### src/rtl/output_display.sv
`default_nettype none
// ============================================================================
// Module      : output_display
// Description : Output register of the 8-bit datapath. Latches the byte on
//               the shared bus when load is high, converts it to decimal
//               sequentially (shift-add-3, 8 steps), unsigned or two's
//               complement, and drives a 4-digit multiplexed 7-seg display.
// Ports       : clk          system clock, rising edge
//               rst_n        synchronous active-low reset
//               bus_in[7:0]  shared datapath bus
//               load         output-register load strobe (active high)
//               signed_mode  1 = treat the loaded byte as two's complement
//               out_value    latched raw byte
//               busy         decimal conversion in progress
//               seg[6:0]     active-high segments, seg[0]=a .. seg[6]=g
//               dig_sel[3:0] one-hot digit enable, bit 0 = ones digit
// Revision    : 1.0  initial release
// ============================================================================
module output_display #(
    parameter int CLK_DIV = 1000
) (
    input  logic       clk,
    input  logic       rst_n,
    input  logic [7:0] bus_in,
    input  logic       load,
    input  logic       signed_mode,
    output logic [7:0] out_value,
    output logic       busy,
    output logic [6:0] seg,
    output logic [3:0] dig_sel
);

    localparam int                   c_PRESC_W   = (CLK_DIV > 2) ? $clog2(CLK_DIV) : 1;
    localparam logic [c_PRESC_W-1:0] c_PRESC_MAX = c_PRESC_W'(CLK_DIV - 1);

    localparam logic [6:0] c_SEG_BLANK = 7'h00;
    localparam logic [6:0] c_SEG_MINUS = 7'h40;
    localparam logic [6:0] c_SEG_ZERO  = 7'h3F;

    // ------------------------------------------------------------------------
    // Digit to segment code
    // ------------------------------------------------------------------------
    function automatic logic [6:0] seg_code(input logic [3:0] d);
        logic [6:0] s;
        case (d)
            4'd0:    s = 7'h3F;
            4'd1:    s = 7'h06;
            4'd2:    s = 7'h5B;
            4'd3:    s = 7'h4F;
            4'd4:    s = 7'h66;
            4'd5:    s = 7'h6D;
            4'd6:    s = 7'h7D;
            4'd7:    s = 7'h07;
            4'd8:    s = 7'h7F;
            4'd9:    s = 7'h6F;
            default: s = 7'h00;
        endcase
        return s;
    endfunction

    // ------------------------------------------------------------------------
    // State
    // ------------------------------------------------------------------------
    logic [7:0]           r_out_value;
    logic                 r_busy;
    logic                 r_neg;        // sign of the value being converted
    logic [7:0]           r_mag;        // magnitude, shifted out MSB first
    logic [11:0]          r_bcd;        // hundreds/tens/ones accumulator
    logic [3:0]           r_steps;      // shift-add-3 steps still to do
    logic [3:0][6:0]      r_disp;       // committed segment codes per digit
    logic [c_PRESC_W-1:0] r_presc;
    logic [1:0]           r_idx;

    logic [11:0] w_bcd_adj;
    logic [11:0] w_bcd_shift;
    logic [7:0]  w_load_mag;
    logic        w_last_step;
    logic [3:0]  w_hund;
    logic [3:0]  w_tens;
    logic [3:0]  w_ones;

    // ------------------------------------------------------------------------
    // One shift-add-3 step: correct each nibble >= 5, then shift in mag MSB
    // ------------------------------------------------------------------------
    always_comb begin
        w_bcd_adj = r_bcd;
        for (int i = 0; i < 3; i++) begin
            if (r_bcd[4*i +: 4] >= 4'd5) begin
                w_bcd_adj[4*i +: 4] = r_bcd[4*i +: 4] + 4'd3;
            end
        end
    end

    assign w_bcd_shift = {w_bcd_adj[10:0], r_mag[7]};
    assign w_last_step = r_busy && (r_steps == 4'd1);

    // Negating 0x80 yields 0x80, which read unsigned is the wanted 128.
    assign w_load_mag  = (signed_mode && bus_in[7]) ? (~bus_in + 8'd1) : bus_in;

    // Final digits as they will exist after the last step
    assign w_hund = w_bcd_shift[11:8];
    assign w_tens = w_bcd_shift[7:4];
    assign w_ones = w_bcd_shift[3:0];

    // ------------------------------------------------------------------------
    // Load, conversion and atomic display commit
    // ------------------------------------------------------------------------
    always_ff @(posedge clk) begin
        if (!rst_n) begin
            r_out_value <= 8'h00;
            r_busy      <= 1'b0;
            r_neg       <= 1'b0;
            r_mag       <= 8'h00;
            r_bcd       <= 12'h000;
            r_steps     <= 4'd0;
            r_disp[0]   <= c_SEG_ZERO;
            r_disp[1]   <= c_SEG_BLANK;
            r_disp[2]   <= c_SEG_BLANK;
            r_disp[3]   <= c_SEG_BLANK;
        end else if (load) begin
            // A load always restarts the conversion, even mid-flight.
            r_out_value <= bus_in;
            r_neg       <= signed_mode && bus_in[7];
            r_mag       <= w_load_mag;
            r_bcd       <= 12'h000;
            r_steps     <= 4'd8;
            r_busy      <= 1'b1;
        end else if (r_busy) begin
            r_mag   <= {r_mag[6:0], 1'b0};
            r_bcd   <= w_bcd_shift;
            r_steps <= r_steps - 4'd1;
            if (w_last_step) begin
                r_busy    <= 1'b0;
                r_disp[0] <= seg_code(w_ones);
                r_disp[1] <= ((w_hund == 4'd0) && (w_tens == 4'd0)) ? c_SEG_BLANK
                                                                    : seg_code(w_tens);
                r_disp[2] <= (w_hund == 4'd0) ? c_SEG_BLANK : seg_code(w_hund);
                r_disp[3] <= r_neg ? c_SEG_MINUS : c_SEG_BLANK;
            end
        end
    end

    // ------------------------------------------------------------------------
    // Digit scan, free running
    // ------------------------------------------------------------------------
    always_ff @(posedge clk) begin
        if (!rst_n) begin
            r_presc <= '0;
            r_idx   <= 2'd0;
        end else if (r_presc == c_PRESC_MAX) begin
            r_presc <= '0;
            r_idx   <= r_idx + 2'd1;
        end else begin
            r_presc <= r_presc + 1'b1;
        end
    end

    // Outputs are decoded from registers only.
    assign out_value = r_out_value;
    assign busy      = r_busy;
    assign dig_sel   = 4'b0001 << r_idx;
    assign seg       = r_disp[r_idx];

endmodule
`default_nettype wire
### config.mk
export PLATFORM = sky130hd
export DESIGN_NAME = output_display
export DESIGN_NICKNAME = d
export VERILOG_FILES = /design/src/rtl/output_display.sv
export SDC_FILE = /design/constraint.sdc
export NUM_CORES = 1
export LEC_CHECK = 0
export CORE_AREA = 2 2 95 97
export CTS_CLUSTER_DIAMETER = 60
export DETAILED_ROUTE_END_ITERATION = 16
export DIE_AREA = 0 0 97 99
export PLACE_DENSITY = 0.67
export SETUP_SLACK_MARGIN = 0.1
export SKIP_CTS_REPAIR_TIMING = 1
export SLEW_MARGIN = 20
export SYNTH_ARGS = -nofsm -noshare
export SYNTH_HDL_FRONTEND = slang
export SYNTH_SLANG_ARGS = --single-unit
### constraint.sdc
create_clock -name clk -period 3.9 [get_ports clk]
set_clock_uncertainty 0.05 [all_clocks]
set_input_delay 0.585 -clock clk [delete_from_list [all_inputs] [get_ports clk]]
set_output_delay 0.585 -clock clk [all_outputs]
set_load 0.03 [all_outputs]
==> qor.txt, run 1 <==
Slew Viols, Final: 0
Clock buffer depth: 2
Setup-failing EPs final: 0
Filler cells: 831
Pin count of the biggest net entering global routing: 32
Initial antenna violation count: 0
Async SR Flop Fraction: 0%
GRT Util Overall: 16.5%
Post-synth EDFFs: 0
Post-synthesis sequential area ratio: 37.2%
Cell family with the largest share of critical-path delay: buffers and inverters
Worst-Skew Late Latency: 0.34 ns
Final WL: 7.53 mm
Worst Path Max Fanout: 11
Outcome: complete, no violations
CTS H-tree depth: 3
Final hold violation count: 0
TritonCTS clock tree: done
First-pass GRT wire length: 13.2 mm
CTS buffer count: 9
Top_reg_cell synth: dfxtp_1
Routed vias/inst: 5.30
DRC: 0
Root buf cell: clkbuf_8
Maximum VDD drop: 0.197 mV
Cell chain of the critical path: inv_1 -> nor2_1 -> nand2_1 -> o21ai_0 -> clkdlybuf4s50_1
TritonRoute pass-1 iters: 4
Critical Path RT: 3.26 ns
Synth area leaders: dfxtp_1, ha_1, mux2i_1
Vias in the first global route: 2862
Die height: 99 µm
Mapped cell area: 3660 µm²
Worst path bufs/invs: 2
# diodes: 0
Worst EP arrival: 2.22 ns
Period utilization: 73.3%
RSZ-0062 raised after global routing: no
Global route overflow: 0
Final GP Congestion: 0.793
Routed Antenna Nets: 0
Worst r2r src: r_bcd[4]
Via count: 3016
Worst r2r path cells: 10
FF-to-FF setup slack: 1.32 ns
Setup WS post-layout: 1.04 ns
Die width: 97 µm
Clock sinks: 68
Commonest non-fill, non-tap cell in the layout: dfxtp_1
Core footprint: 8550 µm²
Worst setup EP type: output port
Post-Place Worst Slack: 1.35 ns
Max stage delay on crit path: 0.70 ns
Pleak: 1.64 nW
Distinct cells, synth: 52
Number of placement rows: 34
Count of non-filler cells in the finished layout: 569
Min Tclk post-route: 2.86 ns
Mapped Cells: 429
# nets final: 493
Hold Path Cell Cnt: 1
Avg Cell Area, Syn: 8.54 µm²
Seq cells post-synth: 68
Fmax: 350 MHz
Max-cap violations: 0
# port buffers: 31
Layout cells sized above 1: 8.03%
DRT iter0 DRCs: 135
Cells after DPL: 553
Sink of the worst hold path: r_presc[0]
Fin Hold WS: 0.393 ns
Worst-path clk slew: 0.08 ns
Pwr Density: 375 nW/µm²
Die footprint: 9600 µm²
Type of the tightest min-delay check: reg2reg
Final Util: 50.4%
Drt wl/cell: 13.2 µm
I/O pins: 32
Post-synth net total: 466
FF-to-FF End: r_disp[12]
Yosys warnings: 0
HPWL Detailed: 5.45 mm
Crit path launch type: flop
Area leader, netlist: dfxtp_1
Most frequent cells in the layout: dfxtp_1, nor2_1, nand2_1
Slew @ Worst Pin: 1.07 ns
Normalized max-slew margin: 28.5%
Area Overhead vs Synth: 17.7%
Synth top area share: 37.2%
Crit path max-delay cell type: clkdlybuf4s50_1
Min-Delay Startpoint: r_presc[0]
Critical setup path kind: reg2out
Setup TNS: 0 ns
Initial Util: 42.8%
## routing by layer
layer | share of wire, % | global-route usage, % | vias up
met1 | 50 | 22.2 | 1388
met5 | 0 | 0 | -
met2 | 44 | 25.5 | 62
met4 | 1.3 | 6.39 | 0
li1 | - | - | 1553
met3 | 4.6 | 4.04 | 13
## kinds of logic (layout without fill, tap and decap cells)
kind of cell,Yosys count,in the layout,synth area share [%]
simple gates,144,144,18.3
compound gates,100,100,17.8
flops,68,68,37.2
buf+inv,43,75,4.41
mux,31,31,9.22
fa+ha+maj,25,25,8.54
xor+xnor,18,18,4.51
## worst max-delay path by stage
| stage | start | endpoint | cells after the start | slack (ns) |
|---|---|---|---|---|
| after global placement | load | r_disp[12] | 7 | 1.45 |
| after CTS | r_idx[1] | seg[5] | 5 | 1.02 |
| after detailed placement | r_bcd[4] | r_disp[13] | 10 | 1.35 |
| after global routing | r_idx[1] | seg[5] | 5 | 0.85 |
| after floorplan | r_bcd[5] | r_disp[13] | 10 | 1.66 |
| final | r_idx[1] | seg[5] | 5 | 1.04 |
## flip-flops by register name, summed over array words and instances (netlist names)
| signal | count |
|---|---|
| r_disp | 22 |
| r_bcd | 12 |
| r_presc | 10 |
| out_value | 8 |
| r_mag | 8 |
| r_steps | 4 |
| r_idx | 2 |
| busy | 1 |
| r_neg | 1 |
## layout make-up
type | instances | area, µm² | area share, %
Multi-Input combinational cell | 318 | 2140 | 49.7
Sequential cell | 68 | 1360 | 31.6
Timing Repair Buffer | 36 | 348 | 8.07
Tap cell | 108 | 135 | 3.13
Clock buffer | 10 | 128 | 2.96
Clock inverter | 6 | 111 | 2.58
Inverter | 23 | 86.3 | 2.00
## power by group
group / internal [mW] / leakage (nW) / switching (mW)
sequential: 0.716 / 0.554 / 0.0188
clock: 0.426 / 0.117 / 0.277
combinational: 0.0772 / 0.968 / 0.104
## through the flow
step	area (µm²)	power, mW
global route	4310	1.69
CTS	4310	1.63
global placement	4070	0.929
floorplan	3660	0.875
detailed placement	4070	0.931
finish	4310	1.62
## cell usage after synthesis, types with 2 or more instances
cell type,number
and3_1,2
xor2_1,5
o21ai_0,30
a211oi_1,17
clkbuf_1,18
nand2_1,43
a21oi_1,21
o41ai_1,2
nand4b_1,2
inv_1,23
mux2_2,2
a31oi_1,4
a221oi_1,2
o21ai_1,5
ha_1,25
nor3b_1,4
mux2i_2,2
a311oi_1,3
nor2b_1,5
o31ai_1,2
nor2_1,49
mux2i_1,25
a21oi_4,2
nor3_1,5
o21a_1,2
nand2b_1,10
nor4_1,2
a21oi_2,2
xnor2_1,12
dfxtp_1,68
buf_1,2
or3_1,3
nand3_1,11
## worst reg2reg max path, delay by kind of cell (launching register included)
family | cells | cell delay [ns]
simple gates | 1 | 0.14
fa+ha+maj | 2 | 0.48
xor+xnor | 1 | 0.43
buf+inv | 2 | 0.14
flops | 1 | 0.37
compound gates | 4 | 0.80
No activity file was read; power rests on OpenSTA's default activity.
==> run 2: changes to the inputs <==
==> constraint.sdc (replaced) <==
create_clock -name clk -period 2.8 [get_ports clk]
set_clock_uncertainty 0.05 [all_clocks]
set_input_delay 0.42 -clock clk [delete_from_list [all_inputs] [get_ports clk]]
set_output_delay 0.42 -clock clk [all_outputs]
set_load 0.03 [all_outputs]
==> run 2 against run 1 <==
Effect of this change: via count shrank 0.27%; combinational power grew 44%; critical endpoint is now seg[1]; final cell count rose by 0.70%; sequential share of layout area fell by 0.063 points; sequential power up 39%; global-route usage about the same; total power grew 29%; critical path depth is the same; first-iteration DRC count grew 14%.
==> qor.txt, run 2 (same netlist as run 1, synthesis figures left out) <==
Outcome: complete, no violations
Area Overhead vs Synth: 18.0%
Power share of the combinational group: 12.5%
Final hold violation count: 0
Via count: 3008
Worst Path Max Fanout: 11
Root buf cell: clkbuf_8
Cells after DPL: 557
RSZ-0062 raised after global routing: no
Critical Path RT: 2.33 ns
Global route overflow: 0
Clock sinks: 68
Sw Ratio: 26.2%
Routed vias/inst: 5.25
Max reg flops: 22
Final WL: 7.62 mm
Worst-path clk slew: 0.07 ns
CTS buffer count: 9
Initial antenna violation count: 0
Count of non-filler cells in the finished layout: 573
Slew Viols, Final: 0
Pwr Density: 484 nW/µm²
Die width: 97 µm
Worst-Skew Late Latency: 0.35 ns
Die height: 99 µm
Setup-failing EPs final: 0
Clk network pwr share: 38.8%
Commonest non-fill, non-tap cell in the layout: dfxtp_1
# nets final: 497
Pleak: 1.65 nW
# diodes: 0
Drt wl/cell: 13.3 µm
Fmax: 388 MHz
FF+latch area: 1360 µm²
Critical setup path kind: reg2out
TritonCTS clock tree: done
Layout cells sized above 1: 9.46%
Pin count of the biggest net entering global routing: 30
Initial Util: 42.8%
Top flop regs: r_disp: 22 flops, r_bcd: 12 flops, r_presc: 10 flops
Type of the tightest min-delay check: reg2reg
Setup TNS: 0 ns
# port buffers: 31
Period utilization: 92.0%
CTS H-tree depth: 3
Maximum VDD drop: 0.281 mV
TritonRoute pass-1 iters: 4
DRT iter0 DRCs: 154
Core footprint: 8550 µm²
Fin Hold WS: 0.400 ns
Vias in the first global route: 2877
Max-cap violations: 0
Most frequent cells in the layout: dfxtp_1, nor2_1, nand2_1
Slew @ Worst Pin: 0.635 ns
First-pass GRT wire length: 13.1 mm
HPWL Detailed: 5.56 mm
GRT Util Overall: 16.5%
Worst EP arrival: 2.11 ns
DRC: 0
Clock buffer depth: 2
Multi-input gate area: 2150 µm²
Die footprint: 9600 µm²
Switch Pwr: 0.547 mW
Worst setup EP type: output port
Number of placement rows: 34
Min Tclk post-route: 2.58 ns
Sequential power share: 48.8%
Total internal power: 1.54 mW
Total power draw: 2.09 mW
Filler cells: 819
Normalized max-slew margin: 57.7%
Routed Antenna Nets: 0
Largest Register: r_disp
Final GP Congestion: 0.826
Crit path launch type: flop
I/O pins: 32
-- run 2: final cells by class --
class / count / area share [%]
clock inverters: 6 / 1.45
multi-input cells: 318 / 49.7
repair buffers: 40 / 9.03
clock buffers: 10 / 3.18
inverters: 23 / 2.00
flip-flops and latches: 68 / 31.5
well taps: 108 / 3.13
-- run 2: stage by stage --
step | instance area (µm²) | setup slack [ns] | utilization (%)
final | 4320 | 0.225 | 50.6
after floorplan | 3660 | 0.559 | -
after detailed placement | 4110 | 0.305 | 48.1
after CTS | 4310 | 0.0798 | 50.5
after global routing | 4320 | 0.105 | 50.6
after global placement | 4110 | 0.436 | 48.1
-- run 2: worst paths after layout --
path         startpoint          to  slack [ns]  cells past startpoint
max            r_idx[1]      seg[1]        0.22                      5
min          r_presc[0]  r_presc[0]        0.40                      1
max reg2reg    r_bcd[1]  r_disp[13]        0.34                     10
min reg2reg  r_presc[0]  r_presc[0]        0.40                      1
-- run 2: power groups by stage --
| stage | combinational (mW) | clock (mW) | sequential (mW) |
|---|---|---|---|
| finish | 0.261 | 0.810 | 1.02 |
| global placement | 0.255 | 0 | 1.04 |
| CTS | 0.261 | 0.834 | 1.02 |
| floorplan | 0.167 | 0 | 1.05 |
| global route | 0.292 | 0.875 | 1.02 |
| detailed placement | 0.259 | 0 | 1.04 |
-- run 2: worst max-delay path, stage by stage, from the launching register on --
cell	delay, ns
dfxtp_2	0.44
inv_1	0.11
nor2_1	0.33
nand2_1	0.09
o21ai_0	0.09
clkdlybuf4s50_1	0.70
-- run 2: routing by layer --
layer | up-vias | GRT usage, % | part of all wire (%)
met5 | - | 0 | 0
li1 | 1561 | - | -
met2 | 50 | 26.2 | 45
met3 | 10 | 5.04 | 3.7
met4 | 0 | 5.85 | 1.5
met1 | 1387 | 21.2 | 49
